## src/rtl/mfp_ahb_lite_loader_master.sv

```systemverilog
// mfp_ahb_lite_loader_master: AHB-Lite bus owner between the MIPSfpga core and the matrix.
// Byte writes from the SREC parser are queued in a small FIFO and issued as pipelined
// single-byte AHB-Lite writes; the core is held in reset while loading and for a tail.
// Optional feature macro: MFP_LOADER_WRITE_COUNT_EN adds the loader_write_count output.
module mfp_ahb_lite_loader_master #(
   parameter int FIFO_DEPTH_LOG2   = 2,
   parameter int RESET_HOLD_CYCLES = 16
) (
   input  logic        HCLK,
   input  logic        HRESETn,
   input  logic [31:0] HADDR,
   input  logic [31:0] HWDATA,
   input  logic [2:0]  HBURST,
   input  logic [2:0]  HSIZE,
   input  logic [1:0]  HTRANS,
   input  logic [3:0]  HPROT,
   input  logic        HMASTLOCK,
   input  logic        HWRITE,
   output logic [31:0] HRDATA,
   output logic        HREADY,
   output logic        HRESP,
   output logic [31:0] S_HADDR,
   output logic [31:0] S_HWDATA,
   output logic [2:0]  S_HBURST,
   output logic [2:0]  S_HSIZE,
   output logic [1:0]  S_HTRANS,
   output logic [3:0]  S_HPROT,
   output logic        S_HMASTLOCK,
   output logic        S_HWRITE,
   input  logic [31:0] S_HRDATA,
   input  logic        S_HREADY,
   input  logic        S_HRESP,
   input  logic        loader_active,
   input  logic [31:0] write_address,
   input  logic [7:0]  write_byte,
   input  logic        write_enable,
   output logic        MFP_Reset,
   output logic        loader_overflow
`ifdef MFP_LOADER_WRITE_COUNT_EN
   ,
   output logic [15:0] loader_write_count
`endif
);

   localparam int DEPTH = 1 << FIFO_DEPTH_LOG2;
   localparam int PTR_W = FIFO_DEPTH_LOG2 + 1;
   localparam int CNT_W = $clog2(RESET_HOLD_CYCLES + 1);

   typedef enum logic [2:0] {
      ST_CPU,
      ST_HANDOVER,
      ST_LOADER,
      ST_FLUSH,
      ST_RELEASE
   } state_t;

   state_t             state_q, state_d;
   logic [31:0]        fifo_addr_q [DEPTH];
   logic [31:0]        fifo_addr_d [DEPTH];
   logic [7:0]         fifo_byte_q [DEPTH];
   logic [7:0]         fifo_byte_d [DEPTH];
   logic [PTR_W-1:0]   wr_ptr_q, wr_ptr_d;
   logic [PTR_W-1:0]   rd_ptr_q, rd_ptr_d;
   logic               dphase_valid_q, dphase_valid_d;
   logic [7:0]         dphase_byte_q, dphase_byte_d;
   logic [CNT_W-1:0]   hold_cnt_q, hold_cnt_d;
   logic               mfp_reset_q, mfp_reset_d;
   logic               overflow_q, overflow_d;
   logic               loader_active_q, loader_active_d;

   logic [FIFO_DEPTH_LOG2-1:0] wr_idx;
   logic [FIFO_DEPTH_LOG2-1:0] rd_idx;
   logic fifo_empty;
   logic fifo_full;
   logic loader_owns;
   logic issue;
   logic pop;
   logic push;
   logic loader_rise;
   logic dphase_done;

   assign wr_idx      = wr_ptr_q[FIFO_DEPTH_LOG2-1:0];
   assign rd_idx      = rd_ptr_q[FIFO_DEPTH_LOG2-1:0];
   assign fifo_empty  = (wr_ptr_q == rd_ptr_q);
   assign fifo_full   = (wr_ptr_q[FIFO_DEPTH_LOG2] != rd_ptr_q[FIFO_DEPTH_LOG2]) && (wr_idx == rd_idx);
   assign loader_owns = (state_q == ST_LOADER) || (state_q == ST_FLUSH);
   assign issue       = loader_owns && !fifo_empty;
   assign pop         = issue && S_HREADY;
   assign push        = write_enable && (!fifo_full || pop);
   assign loader_rise = loader_active && !loader_active_q;
   assign dphase_done = dphase_valid_q && S_HREADY;

   assign MFP_Reset       = mfp_reset_q;
   assign loader_overflow = overflow_q;

   // FIFO pointers/storage, loader data-phase tracking and the sticky overflow flag
   always_comb begin
      fifo_addr_d     = fifo_addr_q;
      fifo_byte_d     = fifo_byte_q;
      wr_ptr_d        = wr_ptr_q;
      rd_ptr_d        = rd_ptr_q;
      dphase_valid_d  = dphase_valid_q;
      dphase_byte_d   = dphase_byte_q;
      overflow_d      = overflow_q;
      loader_active_d = loader_active;
      if (push) begin
         fifo_addr_d[wr_idx] = write_address;
         fifo_byte_d[wr_idx] = write_byte;
         wr_ptr_d            = wr_ptr_q + PTR_W'(1);
      end
      if (pop) begin
         rd_ptr_d = rd_ptr_q + PTR_W'(1);
      end
      if (S_HREADY) begin
         dphase_valid_d = pop;
         dphase_byte_d  = fifo_byte_q[rd_idx];
      end
      if (loader_rise) begin
         overflow_d = 1'b0;
      end
      if (write_enable && fifo_full && !pop) begin
         overflow_d = 1'b1;
      end
   end

   // Bus ownership FSM plus the registered core reset request
   always_comb begin
      state_d    = state_q;
      hold_cnt_d = hold_cnt_q;
      case (state_q)
         ST_CPU: begin
            if (loader_active) state_d = ST_HANDOVER;
         end
         ST_HANDOVER: begin
            if (S_HREADY) state_d = ST_LOADER;
         end
         ST_LOADER: begin
            if (!loader_active) state_d = ST_FLUSH;
         end
         ST_FLUSH: begin
            if (loader_active) begin
               state_d = ST_LOADER;
            end else if (fifo_empty && (!dphase_valid_q || S_HREADY)) begin
               state_d    = ST_RELEASE;
               hold_cnt_d = '0;
            end
         end
         ST_RELEASE: begin
            if (loader_active) begin
               state_d = ST_LOADER;
            end else if (hold_cnt_q == CNT_W'(RESET_HOLD_CYCLES - 1)) begin
               state_d = ST_CPU;
            end else begin
               hold_cnt_d = hold_cnt_q + CNT_W'(1);
            end
         end
         default: state_d = ST_CPU;
      endcase
      mfp_reset_d = (state_q != ST_CPU) && (state_d != ST_CPU);
   end

   // Bus multiplexer: core passthrough, IDLE-forcing handover, or loader byte writes
   always_comb begin
      S_HADDR     = HADDR;
      S_HWDATA    = HWDATA;
      S_HBURST    = HBURST;
      S_HSIZE     = HSIZE;
      S_HTRANS    = HTRANS;
      S_HPROT     = HPROT;
      S_HMASTLOCK = HMASTLOCK;
      S_HWRITE    = HWRITE;
      HRDATA      = S_HRDATA;
      HREADY      = S_HREADY;
      HRESP       = S_HRESP;
      case (state_q)
         ST_HANDOVER: begin
            S_HTRANS = 2'b00;
         end
         ST_LOADER, ST_FLUSH, ST_RELEASE: begin
            S_HADDR     = fifo_addr_q[rd_idx];
            S_HWDATA    = {4{dphase_byte_q}};
            S_HBURST    = 3'b000;
            S_HSIZE     = 3'b000;
            S_HTRANS    = issue ? 2'b10 : 2'b00;
            S_HPROT     = 4'b0011;
            S_HMASTLOCK = 1'b0;
            S_HWRITE    = 1'b1;
            HRDATA      = 32'h0;
            HREADY      = 1'b1;
            HRESP       = 1'b0;
         end
         default: ;
      endcase
   end

   // State registers; reset abandons any transfer and flushes the FIFO
   always_ff @(posedge HCLK or negedge HRESETn) begin
      if (!HRESETn) begin
         state_q         <= ST_CPU;
         fifo_addr_q     <= '{default: '0};
         fifo_byte_q     <= '{default: '0};
         wr_ptr_q        <= '0;
         rd_ptr_q        <= '0;
         dphase_valid_q  <= 1'b0;
         dphase_byte_q   <= '0;
         hold_cnt_q      <= '0;
         mfp_reset_q     <= 1'b0;
         overflow_q      <= 1'b0;
         loader_active_q <= 1'b0;
      end else begin
         state_q         <= state_d;
         fifo_addr_q     <= fifo_addr_d;
         fifo_byte_q     <= fifo_byte_d;
         wr_ptr_q        <= wr_ptr_d;
         rd_ptr_q        <= rd_ptr_d;
         dphase_valid_q  <= dphase_valid_d;
         dphase_byte_q   <= dphase_byte_d;
         hold_cnt_q      <= hold_cnt_d;
         mfp_reset_q     <= mfp_reset_d;
         overflow_q      <= overflow_d;
         loader_active_q <= loader_active_d;
      end
   end

`ifdef MFP_LOADER_WRITE_COUNT_EN
   logic [15:0] write_count_q, write_count_d;

   assign loader_write_count = write_count_q;

   // Saturating count of completed loader data phases, restarted by each new load
   always_comb begin
      write_count_d = write_count_q;
      if (loader_rise) begin
         write_count_d = 16'h0;
      end else if (dphase_done && (write_count_q != 16'hFFFF)) begin
         write_count_d = write_count_q + 16'd1;
      end
   end

   // Write counter register
   always_ff @(posedge HCLK or negedge HRESETn) begin
      if (!HRESETn) begin
         write_count_q <= 16'h0;
      end else begin
         write_count_q <= write_count_d;
      end
   end
`else
   logic unused_dphase_done;
   assign unused_dphase_done = dphase_done;
`endif

endmodule
```

## config.mk

```make
export PLATFORM = sky130hd
export DESIGN_NAME = mfp_ahb_lite_loader_master
export DESIGN_NICKNAME = d
export VERILOG_FILES = /design/src/rtl/mfp_ahb_lite_loader_master.sv
export SDC_FILE = /design/constraint.sdc
export NUM_CORES = 1
export LEC_CHECK = 0
export CAP_MARGIN = 30
export CORE_UTILIZATION = 40
export CTS_CLUSTER_DIAMETER = 40
export DETAILED_ROUTE_END_ITERATION = 10
export PLACE_DENSITY_LB_ADDON = 0.08
export SYNTH_ARGS = -nofsm -noshare
export SYNTH_HDL_FRONTEND = slang
export SYNTH_SLANG_ARGS = --single-unit
```

## constraint.sdc

```tcl
create_clock -name HCLK -period 3.2 [get_ports HCLK]
set_clock_uncertainty 0.1 [all_clocks]
set_input_delay 0.48 -clock HCLK [delete_from_list [all_inputs] [get_ports HCLK]]
set_output_delay 0.48 -clock HCLK [all_outputs]
set_load 0.02 [all_outputs]
```

==> flow_metrics.env <==
export IMPL_violations="hold timing"
export IMPL_cts_sinks=186
export IMPL_worst_ep_arrival_time_ps=2520
export IMPL_cts_root_buffer="clkbuf_16"
export IMPL_seq_area_frac_synth_pct=50.95
export IMPL_grt_overflow=0
export IMPL_required_ps=2620
export IMPL_ctsLongestPathBuffers=2
export IMPL_clk_insertion_delay_late_ps=430
export IMPL_die_area_um2=23450
export IMPL_wl_mm=26.48
export IMPL_nets=1070
export IMPL_antenna_found_initial=2
export IMPL_worst_slew_pin_slew_ps=743.8
export IMPL_grt_pass1_wl_mm=40.90
export IMPL_synth_enable_flop_cells=0
export IMPL_area_growth_pct=43.06
export IMPL_timing_hold_ws_ps=-14.40
export IMPL_hold_viol=17
export IMPL_start_util_pct=41.35
export IMPL_finalNonFillerCells=1202
export IMPL_die_x_um=153.1
export IMPL_grt_pass1_vias=6821
export IMPL_max_cap_viol_count=0
export IMPL_syn_area_um2=9135
export IMPL_p_per_area_nw_per_um2=1060
export IMPL_ys_async_sr_fraction_pct=100.0
export IMPL_fin_crit_sh_pct=96.93
export IMPL_die_h_um=153.1
export IMPL_top_layer="met4"
export IMPL_detailedPlace_worstSlack_ps=332.9
export IMPL_route_met2_wl_mm=14.04
export IMPL_num_rows=54
export IMPL_status="finished, violations left"
export IMPL_fmax_mhz=322.4
export IMPL_setup_violations_final=0
export IMPL_cts_htree_levels=4
export IMPL_drv_slew=0
export IMPL_synth_top_area_share_pct=50.95
export IMPL_cp_end_kind="output pin"
export IMPL_cts_buffers=17
export IMPL_n_fill_cell=1764
export IMPL_synth_seq_cells=186
export IMPL_yosysWarningCount=0
export IMPL_min_path_type="in -> async"
export IMPL_cts_tree="yes"
export IMPL_worst_slew_margin_rel_pct=50.41
export IMPL_critPathLaunchType="flip-flop"
export IMPL_placed_area_um2=12250
export IMPL_viasPerCell=5.266
export IMPL_core_area_um2=22090
export IMPL_synth_area_leader_cell="dfrtp_1"
export IMPL_clkTransAtPathRegs_ps=70
export IMPL_wl_met3_mm=1.561
export IMPL_dp_cells=1163
export IMPL_vdd_ir_drop_worst_mv=0.5539
export IMPL_p_leak_nw=5.997
export IMPL_critPathMaxFanout=30
export IMPL_drtAntennaViolNets=0
export IMPL_grt_max_degree=77
export IMPL_rsz0062_at_grt="yes"
export IMPL_crit_type="reg -> out"
export IMPL_netlist_instances=638
export IMPL_drc=0
export IMPL_io_pins=270
export IMPL_ys_top_cells_by_area="dfrtp_1, mux2_2, mux4_2"
export IMPL_synth_nets=801
export IMPL_drive_gt1_share_pct=34.35
export IMPL_syn_avg_cell_area_um2=14.32
export IMPL_vias=6330
export IMPL_place_congestion=0.9362
export IMPL_numPortBuffers=269
export IMPL_ys_flop_type="dfrtp_1"
export IMPL_synth_cell_types=35
export IMPL_final_design_area_no_fill_um2=13070
export IMPL_finalCriticalPeriod_ps=3102
export IMPL_dp_hpwl_mm=19.24
export IMPL_wl_met1_mm=10.04
export IMPL_fin_ws_ps=98.16
export IMPL_grt_use_total_pct=23.40
export IMPL_drtIter0Drc=264
export IMPL_drt_pass1_iterations=4
export IMPL_wire_per_inst_um=22.03
## placed cells by master (no fill, tap or decap), types with 5 or more instances in the layout
| master | instances |
|---|---|
| o21ai_0 | 9 |
| xnor2_1 | 5 |
| and2_1 | 44 |
| nor2b_2 | 8 |
| dlygate4sd2_1 | 12 |
| buf_4 | 14 |
| dlymetal6s2s_1 | 50 |
| inv_1 | 7 |
| clkdlybuf4s50_1 | 206 |
| nand2_1 | 9 |
| dfrtp_1 | 183 |
| clkbuf_16 | 18 |
| mux4_2 | 40 |
| buf_12 | 9 |
| a21o_1 | 32 |
| mux2_2 | 198 |
| ha_1 | 7 |
## worst max-delay path, stage by stage (launching register included)
cell and delay (ps):
dfrtp_2 480, or2b_1 280, nor2b_4 150, buf_12 180, nor2b_2 230, a21o_1 120
clkdlybuf4s50_1 630
## through the flow
| stage | utilization, % | total power (W) | setup TNS, ps |
|---|---|---|---|
| final | 59.15 | 0.01385 | 0 |
| after global routing | 59.15 | 0.01466 | -55.23 |
| after CTS | 58.28 | 0.01406 | 0 |
| after detailed placement | 55.44 | 0.01193 | 0 |
| after global placement | 55.44 | 0.01165 | 0 |
| after floorplan | - | 0.008868 | 0 |
## power breakdown
group	switching [W]	internal, W	total [W]
clock	0.000933	0.00112	0.00205
sequential	0.000670	0.00355	0.00422
combinational	0.00334	0.00424	0.00758
## sequential cells by signal, indices dropped and copies added (netlist names)
name             count
fifo_byte_q         32
dphase_byte_q        8
fifo_addr_q        128
loader_active_q      1
loader_overflow      1
hold_cnt_q           5
MFP_Reset            1
dphase_valid_q       1
state_q              3
wr_ptr_q             3
rd_ptr_q             3
## final timing paths
check | startpoint | endpoint | depth (start not counted) | slack, ps
worst min-delay path | HRESETn | fifo_addr_q[101] | 1 | -10
worst min register to register | fifo_byte_q[3] | fifo_byte_q[3] | 1 | 390
min in group HCLK | fifo_byte_q[3] | fifo_byte_q[3] | 1 | 390
worst max register to register | hold_cnt_q[0] | hold_cnt_q[3] | 8 | 720
worst max-delay path | state_q[1] | S_HWDATA[4] | 6 | 100
max in group asynchronous | HRESETn | fifo_addr_q[88] | 2 | 2220
## logic make-up after synthesis
logic type | after synthesis | synth area share [%]
compound gates | 50 | 3.835
xor+xnor | 8 | 0.7670
fa+ha+maj | 7 | 0.9587
buf+inv | 53 | 2.630
flops | 186 | 50.95
mux | 243 | 34.86
simple gates | 91 | 5.999
## cell type report
class	count	area (µm²)	area share, %
Antenna cell	2	5.005	0.03830
Clock buffer	19	442.9	3.389
Tap cell	280	350.3	2.681
Clock inverter	13	133.9	1.024
Multi-Input combinational cell	399	4278	32.73
Inverter	7	26.28	0.2011
Sequential cell	186	4663	35.68
Timing Repair Buffer	296	3169	24.25
## layer usage
layer / global-route usage [%] / vias up
met5: 0 / -
met4: 10.34 / 0
met1: 26.00 / 3210
met2: 42.12 / 220
li1: - / 2865
met3: 5.954 / 35
## what timing repair did
item | in CTS | in global routing
gates resized for setup | 22 | 56
endpoints found under the hold margin | 0 | 0
endpoints found under the setup margin | 77 | 63
cloned | 1 | 1
hold buffers | 0 | 0
buffers inserted | 0 | 3
## cells in the mapped netlist, types with 3 or more instances
cell type	n
mux2_2	198
dfrtp_1	186
and2_1	44
mux4_2	40
a21o_1	32
buf_2	27
clkbuf_1	15
nor2b_1	11
nand2_1	9
o21ai_0	9
ha_1	7
inv_1	7
and3_1	5
xnor2_1	5
nand2b_1	4
nor2_1	4
a21oi_1	3
buf_1	3
mux2_1	3
nand4_1	3
xor2_1	3
Power figures use the tool's default switching activity.
